<file path="src/rtl/cache_pkg.sv">
// Shared types and address helpers for the direct-mapped cache controller.
package cache_pkg;

   localparam int unsigned INDEX_BITS  = 3;
   localparam int unsigned ADDR_BITS   = 5;
   localparam int unsigned DATA_BITS   = 8;
   localparam int unsigned CNT_BITS    = 8;
   localparam int unsigned CACHE_LINES = 2 ** INDEX_BITS;
   localparam int unsigned TAG_BITS    = ADDR_BITS - INDEX_BITS;

   typedef enum logic [2:0] {
      StIdle,
      StLookup,
      StMemRd,
      StMemWr,
      StDone
   } state_t;

   function automatic logic [INDEX_BITS-1:0] line_index(input logic [ADDR_BITS-1:0] addr);
      return addr[INDEX_BITS-1:0];
   endfunction

   function automatic logic [TAG_BITS-1:0] line_tag(input logic [ADDR_BITS-1:0] addr);
      return addr[ADDR_BITS-1:INDEX_BITS];
   endfunction

endpackage

</file>
<file path="src/rtl/cache_line_store.sv">
// Valid/tag/data arrays: one write port, combinational read, synchronous clear of valid bits.
module cache_line_store #(
   parameter int unsigned INDEX_BITS  = 3,
   parameter int unsigned TAG_BITS    = 2,
   parameter int unsigned DATA_BITS   = 8,
   parameter int unsigned CACHE_LINES = 8
) (
   input  logic                  clk,
   input  logic                  clear,
   input  logic [INDEX_BITS-1:0] idx,
   input  logic                  valid_we,
   input  logic                  tag_we,
   input  logic                  data_we,
   input  logic                  valid_in,
   input  logic [TAG_BITS-1:0]   tag_in,
   input  logic [DATA_BITS-1:0]  data_in,
   output logic                  valid_out,
   output logic [TAG_BITS-1:0]   tag_out,
   output logic [DATA_BITS-1:0]  data_out
);

   logic [CACHE_LINES-1:0] valid_q;
   logic [TAG_BITS-1:0]    tag_q  [CACHE_LINES];
   logic [DATA_BITS-1:0]   data_q [CACHE_LINES];

   // Only valid bits are cleared; tag/data contents are don't-care once invalid.
   always_ff @(posedge clk) begin
      if (clear) begin
         valid_q <= '0;
      end else if (valid_we) begin
         valid_q[idx] <= valid_in;
      end
      if (tag_we) begin
         tag_q[idx] <= tag_in;
      end
      if (data_we) begin
         data_q[idx] <= data_in;
      end
   end

   assign valid_out = valid_q[idx];
   assign tag_out   = tag_q[idx];
   assign data_out  = data_q[idx];

endmodule

</file>
<file path="src/rtl/cache_controller.sv">
// Direct-mapped cache sequencer: read-allocate, write-through, no-write-allocate,
// with saturating read hit/miss counters.
module cache_controller #(
   parameter int unsigned INDEX_BITS  = 3,
   parameter int unsigned CACHE_LINES = 8,
   parameter int unsigned ADDR_BITS   = 5,
   parameter int unsigned DATA_BITS   = 8,
   parameter int unsigned CNT_BITS    = 8
) (
   input  logic                 clk,
   input  logic                 reset,
   input  logic                 cpu_req,
   input  logic                 cpu_we,
   input  logic [ADDR_BITS-1:0] cpu_addr,
   input  logic [DATA_BITS-1:0] cpu_wdata,
   input  logic                 flush,
   output logic                 cpu_done,
   output logic [DATA_BITS-1:0] cpu_rdata,
   output logic                 busy,
   output logic                 mem_req,
   output logic                 mem_we,
   output logic [ADDR_BITS-1:0] mem_addr,
   output logic [DATA_BITS-1:0] mem_wdata,
   input  logic                 mem_ack,
   input  logic [DATA_BITS-1:0] mem_rdata,
   output logic [CNT_BITS-1:0]  hit_count,
   output logic [CNT_BITS-1:0]  miss_count
);

   import cache_pkg::*;

   state_t                  state;
   logic [ADDR_BITS-1:0]    req_addr;
   logic                    req_we;
   logic [DATA_BITS-1:0]    req_wdata;
   logic [INDEX_BITS-1:0]   idx;
   logic [TAG_BITS-1:0]     req_tag;
   logic                    line_valid;
   logic [TAG_BITS-1:0]     line_tag_q;
   logic [DATA_BITS-1:0]    line_data;
   logic                    hit;
   logic                    fill;
   logic                    write_hit;
   logic                    clear;

   assign idx       = line_index(req_addr);
   assign req_tag   = line_tag(req_addr);
   assign hit       = line_valid && (line_tag_q == req_tag);
   // Array writes are suppressed on a reset edge so an abandoned fill leaves no trace.
   assign fill      = (state == StMemRd) && mem_ack && !reset;
   assign write_hit = (state == StLookup) && req_we && hit && !reset;
   assign clear     = reset || ((state == StIdle) && flush);

   cache_line_store #(
      .INDEX_BITS (INDEX_BITS),
      .TAG_BITS   (TAG_BITS),
      .DATA_BITS  (DATA_BITS),
      .CACHE_LINES(CACHE_LINES)
   ) u_store (
      .clk      (clk),
      .clear    (clear),
      .idx      (idx),
      .valid_we (fill),
      .tag_we   (fill),
      .data_we  (fill || write_hit),
      .valid_in (1'b1),
      .tag_in   (req_tag),
      .data_in  (fill ? mem_rdata : req_wdata),
      .valid_out(line_valid),
      .tag_out  (line_tag_q),
      .data_out (line_data)
   );

   always_ff @(posedge clk) begin
      if (reset) begin
         state      <= StIdle;
         req_addr   <= '0;
         req_we     <= 1'b0;
         req_wdata  <= '0;
         cpu_done   <= 1'b0;
         cpu_rdata  <= '0;
         busy       <= 1'b0;
         mem_req    <= 1'b0;
         mem_we     <= 1'b0;
         mem_addr   <= '0;
         mem_wdata  <= '0;
         hit_count  <= '0;
         miss_count <= '0;
      end else begin
         unique case (state)
            StIdle: begin
               cpu_done <= 1'b0;
               if (!flush && cpu_req) begin
                  req_addr  <= cpu_addr;
                  req_we    <= cpu_we;
                  req_wdata <= cpu_wdata;
                  busy      <= 1'b1;
                  state     <= StLookup;
               end
            end
            StLookup: begin
               if (req_we) begin
                  mem_req   <= 1'b1;
                  mem_we    <= 1'b1;
                  mem_addr  <= req_addr;
                  mem_wdata <= req_wdata;
                  state     <= StMemWr;
               end else if (hit) begin
                  cpu_rdata <= line_data;
                  cpu_done  <= 1'b1;
                  if (hit_count != {CNT_BITS{1'b1}}) hit_count <= hit_count + 1'b1;
                  state     <= StDone;
               end else begin
                  mem_req  <= 1'b1;
                  mem_we   <= 1'b0;
                  mem_addr <= req_addr;
                  if (miss_count != {CNT_BITS{1'b1}}) miss_count <= miss_count + 1'b1;
                  state    <= StMemRd;
               end
            end
            StMemRd: begin
               if (mem_ack) begin
                  cpu_rdata <= mem_rdata;
                  cpu_done  <= 1'b1;
                  mem_req   <= 1'b0;
                  state     <= StDone;
               end
            end
            StMemWr: begin
               if (mem_ack) begin
                  cpu_done <= 1'b1;
                  mem_req  <= 1'b0;
                  mem_we   <= 1'b0;
                  state    <= StDone;
               end
            end
            StDone: begin
               cpu_done <= 1'b0;
               busy     <= 1'b0;
               state    <= StIdle;
            end
            default: state <= StIdle;
         endcase
      end
   end

endmodule

</file>
<file path="config.mk">
export PLATFORM = sky130hd
export DESIGN_NAME = cache_controller
export DESIGN_NICKNAME = d
export VERILOG_FILES = /design/src/rtl/cache_pkg.sv /design/src/rtl/cache_line_store.sv /design/src/rtl/cache_controller.sv
export SDC_FILE = /design/constraint.sdc
export NUM_CORES = 1
export LEC_CHECK = 0
export CAP_MARGIN = 5
export CORE_ASPECT_RATIO = 1.1
export CORE_MARGIN = 1.5
export CORE_UTILIZATION = 56
export DETAILED_ROUTE_END_ITERATION = 12
export GPL_TIMING_DRIVEN = 1
export HOLD_SLACK_MARGIN = 0.02
export PLACE_DENSITY_LB_ADDON = 0.25
export RECOVER_POWER = 50
export SLEW_MARGIN = 10
export SYNTH_ARGS = -nofsm -noshare
export SYNTH_HDL_FRONTEND = slang
export SYNTH_SLANG_ARGS = --single-unit
</file>
<file path="constraint.sdc">
create_clock -name clk -period 4.55 [get_ports clk]
set_clock_uncertainty 0.15 [all_clocks]
set_input_delay 0.91 -clock clk [delete_from_list [all_inputs] [get_ports clk]]
set_output_delay 0.91 -clock clk [all_outputs]
set_load 0.01 [all_outputs]
</file>
==> flow_metrics.py, run 1 <==
metrics = {
    "clock_network": {
        "cts_buffers": 17,
        "ctsResizeCount": 0,
        "cts_tree": "done",
        "cts.path.max_buffers": 2,
        "htree_levels": 4,
        "cts_setup_buffers": 0,
        "worstSkewPairLatency_ps": 420,
        "cts.clk_slew.worst_paths_ps": 60,
        "hold_buffers": 0,
        "cts_root_buf": "clkbuf_16",
        "cts_sinks": 149,
    },
    "yosys": {
        "netlist-cell-type-count": 45,
        "netlist_instances": 505,
        "synth_edf_count": 80,
        "syn-num-nets": 534,
        "async_flop_share_pct": 0,
        "synth_ff_type": "edfxtp_1",
        "synth.largest_area_cell": "edfxtp_1",
        "synthMostInstantiatedCell": "nand2_1",
        "yosysSeqAreaShare_pct": 62.0,
        "synth_seq_cells": 149,
        "synth_area_per_cell_um2": 12.1,
        "synth.top_cell.area_share_pct": 39.4,
        "synth_common_cells": "nand2_1 (91), edfxtp_1 (80), dfxtp_1 (69), a21oi_1 (42), mux2i_1 (24)",
        "yosys_warnings": 0,
        "synthTopCellsByArea": "edfxtp_1 (39%), dfxtp_1 (23%), nand2_1 (5.6%), mux4_2 (5.2%), mux2i_1 (3.9%)",
        "post_synth_instance_area_um2": 6100,
    },
    "routing": {
        "firstDrtPassIters": 5,
        "wl_per_cell_um": 19.4,
        "antenna_left": 0,
        "vias_per_cell": 6.00,
        "vias": 4351,
        "first_iter_violations": 383,
        "routed_wl_um": 14100,
        "drc": 0,
    },
    "pwr": {
        "p_int_mw": 2.32,
        "finalPower_mw": 3.00,
        "combPwrFrac_pct": 5.9,
        "seqPwrFrac_pct": 48.7,
        "p_clk_share_pct": 45.3,
        "peakVddDrop_mv": 0.357,
        "pwr_density_cell_nw_per_um2": 403,
        "p_sw_uw": 677,
        "power.leakage_nw": 2.56,
        "sw_frac_of_total_pct": 22.6,
    },
    "sta": {
        "report.final.slew_viol_count": 0,
        "hold_viol_final": 0,
        "timing.fmax_mhz": 259,
        "setup_viol": 0,
        "slew_headroom_pct": 5.25,
        "fin_crit_sh_pct": 84.7,
        "fin_setup_tns_ps": 0,
        "worst_slew_pin_slew_ps": 1410,
        "period_needed_ps": 3850,
        "rsz0062_at_grt": "false",
    },
    "global_route": {
        "grt_max_degree": 51,
        "grt_pass1_wl_um": 22500,
        "antenna_found_initial": 0,
        "grt_pass1_vias": 4091,
        "gr-total-overflow": 0,
        "grt_use_total_pct": 26.2,
    },
    "floorplan": {
        "die_w_um": 103,
        "core-area_um2": 10500,
        "pin_count": 68,
        "die_area_um2": 11500,
        "num_rows": 39,
        "start_util_pct": 58.1,
        "die_h_um": 112,
    },
    "worst_hold_path": {
        "whs_path_depth": 2,
        "hp-class": "register to register",
    },
    "worst_setup_path": {
        "required_ps": 4530,
        "worstSetupStartpointType": "register",
        "worstSetupPathType": "register to register",
        "end_kind": "register",
        "critical_path_peak_fanout": 20,
        "worst_r2r_path_depth": 7,
        "crit_arrival_ps": 3840,
    },
    "place": {
        "hpwl_um": 9550,
        "gp_congestion": 0.866,
        "port_buffers": 67,
    },
    "finish": {
        "area_growth_pct": 22.0,
        "final_nets": 599,
        "fill_cells": 712,
        "drive_gt1_share_pct": 9.28,
        "diodes": 0,
    },
    "flow_run": {
        "drv_cap": 0,
    },
    "outcome": {
        "status": "completed",
    },
}
-- routing by layer --
layer	global-route usage [%]	vias to the layer above	routed length, um
met3	6.79	28	1090
li1	-	2013	-
met5	0	-	0
met1	37.2	2109	5980
met4	9.22	0	284
met2	39.1	201	6720
-- layout make-up --
| type | instances | area, um^2 | area share [%] |
|---|---|---|---|
| Multi-Input combinational cell | 321 | 2160 | 29.0 |
| Inverter | 4 | 15.0 | 0.202 |
| Tap cell | 143 | 179 | 2.40 |
| Timing Repair Buffer | 77 | 726 | 9.75 |
| Clock inverter | 13 | 149 | 2.00 |
| Clock buffer | 18 | 429 | 5.77 |
| Sequential cell | 149 | 3780 | 50.8 |
-- critical path: stages, from the launching register on --
cell and delay [ps]:
dfxtp_1 730, or4_1 200, o311ai_0 130, a211oi_1 610, nand3_1 230, o31a_1 450
nor4b_1 780, buf_4 280
-- cell families after synthesis --
kind of cell | Yosys count | share of synthesized area [%]
AND/OR/NAND/NOR | 183 | 14.0
flip-flops | 149 | 62.0
AO/OA/AOI/OAI | 90 | 9.50
multiplexers | 43 | 11.0
buffers and inverters | 35 | 2.65
XOR/XNOR | 3 | 0.431
adder cells (fa/ha/maj) | 2 | 0.410
-- stage by stage --
step | hold slack, ps | setup slack, ps | std cells | area [um^2] | utilization [%]
final | 298 | 696 | 725 | 7440 | 70.9
after global routing | 309 | 487 | 725 | 7440 | 70.9
after CTS | 303 | 774 | 725 | 7460 | 71.1
after detailed placement | 295 | 817 | 694 | 6880 | 65.6
after global placement | 293 | 978 | 694 | 6880 | 65.6
after floorplan | 282 | 1170 | 505 | 6100 | -
-- sequential cells by signal, indices dropped and copies added, names as in the netlist, named ones only --
register	cells
mem_addr	5
req_we	1
miss_count	8
mem_req	1
mem_we	1
busy	1
req_addr	5
cpu_done	1
req_wdata	8
mem_wdata	8
u_store.tag_q	16
hit_count	8
u_store.data_q	64
cpu_rdata	8
state	3
u_store.valid_q	8
-- power groups by stage --
stage,sequential (mW),clock [mW],combinational (mW)
floorplan,1.48,0,0.119
global placement,1.49,0,0.178
detailed placement,1.49,0,0.181
CTS,1.46,1.38,0.182
global route,1.46,1.44,0.195
finish,1.46,1.36,0.178
-- layout by cell type (no fill, tap or decap), types with 7 or more instances in the layout --
cell type,instances
a221o_1,8
clkbuf_16,17
a21oi_1,42
dlygate4sd3_1,43
mux2i_1,24
o21a_1,12
o21ai_0,7
nor3_1,10
clkdlybuf4s50_1,23
nor2_1,21
nand2_1,91
mux4_2,14
dfxtp_1,69
nand3_1,19
edfxtp_1,80
or4_1,7
-- final timing paths --
path | from | to | slack [ps]
worst min register to register | mem_wdata[5] | mem_wdata[5] | 300
worst min-delay path | mem_wdata[5] | mem_wdata[5] | 300
worst max register to register | req_addr[2] | u_store.data_q[4][0] | 700
worst max-delay path | req_addr[2] | u_store.data_q[4][0] | 700
Power figures use the tool's default switching activity.
==> run 2, diff against run 1 <==
==> constraint.sdc (replaced) <==
create_clock -name clk -period 3.8 [get_ports clk]
set_clock_uncertainty 0.15 [all_clocks]
set_input_delay 0.76 -clock clk [delete_from_list [all_inputs] [get_ports clk]]
set_output_delay 0.76 -clock clk [all_outputs]
set_load 0.01 [all_outputs]
==> flow_metrics.py, run 2 (synthesis results as in run 1) <==
metrics = {
    "place": {
        "port_buffers": 67,
        "dp_cells": 703,
        "gp_congestion": 0.889,
        "hpwl_um": 9140,
    },
    "sta": {
        "report.final.slew_viol_count": 0,
        "setup_viol": 0,
        "fin_crit_sh_pct": 89.7,
        "fin_setup_tns_ps": 0,
        "worst_slew_pin_slew_ps": 1390,
        "timing.fmax_mhz": 293,
        "hold_viol_final": 0,
        "period_needed_ps": 3410,
        "rsz0062_at_grt": "false",
        "slew_headroom_pct": 6.25,
    },
    "finish": {
        "regMostFlops": "u_store.data_q",
        "largest_register_ffs": 64,
        "final_nets": 608,
        "diodes": 0,
        "drive_gt1_share_pct": 10.8,
        "area_growth_pct": 22.6,
        "instances_no_fill": 735,
        "post-route-util_pct": 71.3,
        "mostFrequentLayoutCell": "nand2_1",
        "layout_common_cells": "nand2_1 (91), edfxtp_1 (80), dfxtp_1 (69)",
        "reg_top3": "u_store.data_q x64, u_store.tag_q x16",
    },
    "clock_network": {
        "cts_setup_buffers": 0,
        "cts_sinks": 149,
        "hold_buffers": 0,
        "cts_buffers": 17,
        "cts.clk_slew.worst_paths_ps": 60,
        "ctsResizeCount": 0,
        "cts_tree": "done",
        "cts.path.max_buffers": 2,
        "cts_root_buf": "clkbuf_16",
        "htree_levels": 4,
        "worstSkewPairLatency_ps": 430,
    },
    "worst_setup_path": {
        "end_kind": "register",
        "critical_path_peak_fanout": 14,
        "critical-path-max-stage-delay_ps": 620,
        "required_ps": 3780,
        "worstSetupStartpointType": "register",
        "crit_arrival_ps": 3390,
        "crit_family": "compound AO/OA/AOI/OAI gates",
        "rrSetupSlack_ps": 390,
        "critPathBufInv": 1,
        "path_cells": "nand2b_1 -> o22ai_1 -> a211oi_1 -> nand3_1 -> o31a_1 -> nor4b_1 -> buf_4",
        "worstSetupPathType": "register to register",
        "cp_slowest_cell": "dfxtp_1",
    },
    "global_route": {
        "grt_pass1_vias": 4093,
        "gr-total-overflow": 0,
        "grt_max_degree": 34,
        "grt_pass1_wl_um": 20900,
        "antenna_found_initial": 0,
        "grt_use_total_pct": 24.7,
    },
    "floorplan": {
        "die_area_um2": 11500,
        "num_rows": 39,
        "pin_count": 68,
        "die_h_um": 112,
        "start_util_pct": 58.1,
        "die_w_um": 103,
        "core-area_um2": 10500,
    },
    "pwr": {
        "peakVddDrop_mv": 0.467,
        "p_clk_share_pct": 43.8,
        "sw_frac_of_total_pct": 23.9,
        "power.leakage_nw": 2.60,
        "p_sw_uw": 835,
        "pwr_density_cell_nw_per_um2": 468,
        "seqPwrFrac_pct": 49.9,
        "combPwrFrac_pct": 6.2,
        "p_int_mw": 2.66,
    },
    "routing": {
        "vias": 4281,
        "first_iter_violations": 306,
        "wl_per_cell_um": 18.4,
        "vias_per_cell": 5.82,
        "drc": 0,
        "routed_wl_um": 13500,
        "firstDrtPassIters": 5,
        "antenna_left": 0,
    },
    "outcome": {
        "status": "completed",
    },
    "worst_hold_path": {
        "hp-class": "register to register",
    },
    "flow_run": {
        "drv_cap": 0,
    },
}
## run 2: changes by cell type in the layout (fill, tap and decap cells not counted), moves of 2 or more
cell	delta
buf_4	+11
clkdlybuf4s50_1	+9
dlygate4sd3_1	-9
clkinvlp_4	-6
clkinv_4	+3
bufinv_16	-2
clkinv_2	+2
inv_8	+2
## run 2: power groups by stage
stage | logic (mW) | clock network [mW] | registers [mW]
after floorplan | 0.142 | 0 | 1.77
after global placement | 0.213 | 0 | 1.78
after detailed placement | 0.218 | 0 | 1.78
after CTS | 0.221 | 1.55 | 1.75
after global routing | 0.236 | 1.62 | 1.75
final | 0.218 | 1.53 | 1.75
## run 2: final timing paths
path / from / end / cells past startpoint
setup reg to reg: req_addr[0] / u_store.data_q[4][5] / 7
hold reg to reg: mem_wdata[7] / mem_wdata[7] / 2
setup / recovery: req_addr[0] / u_store.data_q[4][5] / 7
hold / removal: mem_wdata[7] / mem_wdata[7] / 2
## run 2: worst reg2reg max path, cell delays in order (launching register included)
cell      delay (ps)
dfxtp_1          620
nand2b_1         300
o22ai_1          110
a211oi_1         570
nand3_1          230
o31a_1           460
nor4b_1          410
buf_4            260
## run 2: through the flow
step | total power [mW] | setup WS [ps] | area, um^2 | hold WS (ps)
2_1_floorplan | 1.91 | 424 | 6100 | 282
3_3_place_gp | 1.99 | 782 | 6950 | 293
3_5_place_dp | 2.00 | 666 | 6950 | 297
4_1_cts | 3.52 | 446 | 7490 | 309
5_1_grt | 3.60 | 265 | 7480 | 323
6_report | 3.50 | 390 | 7480 | 305
## run 2: final cells by class
class / count / area, um^2
inverters: 4 / 15.0
repair buffers: 86 / 800
well taps: 143 / 179
fillers: 739 / 3010
clock inverters: 14 / 116
multi-input cells: 321 / 2150
clock buffers: 18 / 429
flip-flops and latches: 149 / 3780
## run 2: routing by layer
layer | wire (um) | vias to the layer above | global-route usage [%]
met1 | 5720 | 2043 | 31.4
met4 | 298 | 0 | 10.7
met5 | 0 | - | 0
li1 | - | 2046 | -
met3 | 726 | 28 | 6.41
met2 | 6770 | 164 | 40.0
==> run 3, diff against run 2 <==
--- a/config.mk
+++ b/config.mk
@@ -5,7 +5,7 @@
 export SDC_FILE = /design/constraint.sdc
 export NUM_CORES = 1
 export LEC_CHECK = 0
-export CAP_MARGIN = 5
+export CAP_MARGIN = 25
 export CORE_ASPECT_RATIO = 1.1
 export CORE_MARGIN = 1.5
 export CORE_UTILIZATION = 56
==> results of run 3 <==
Final layout, timing and power as in run 2 (identical DEF).
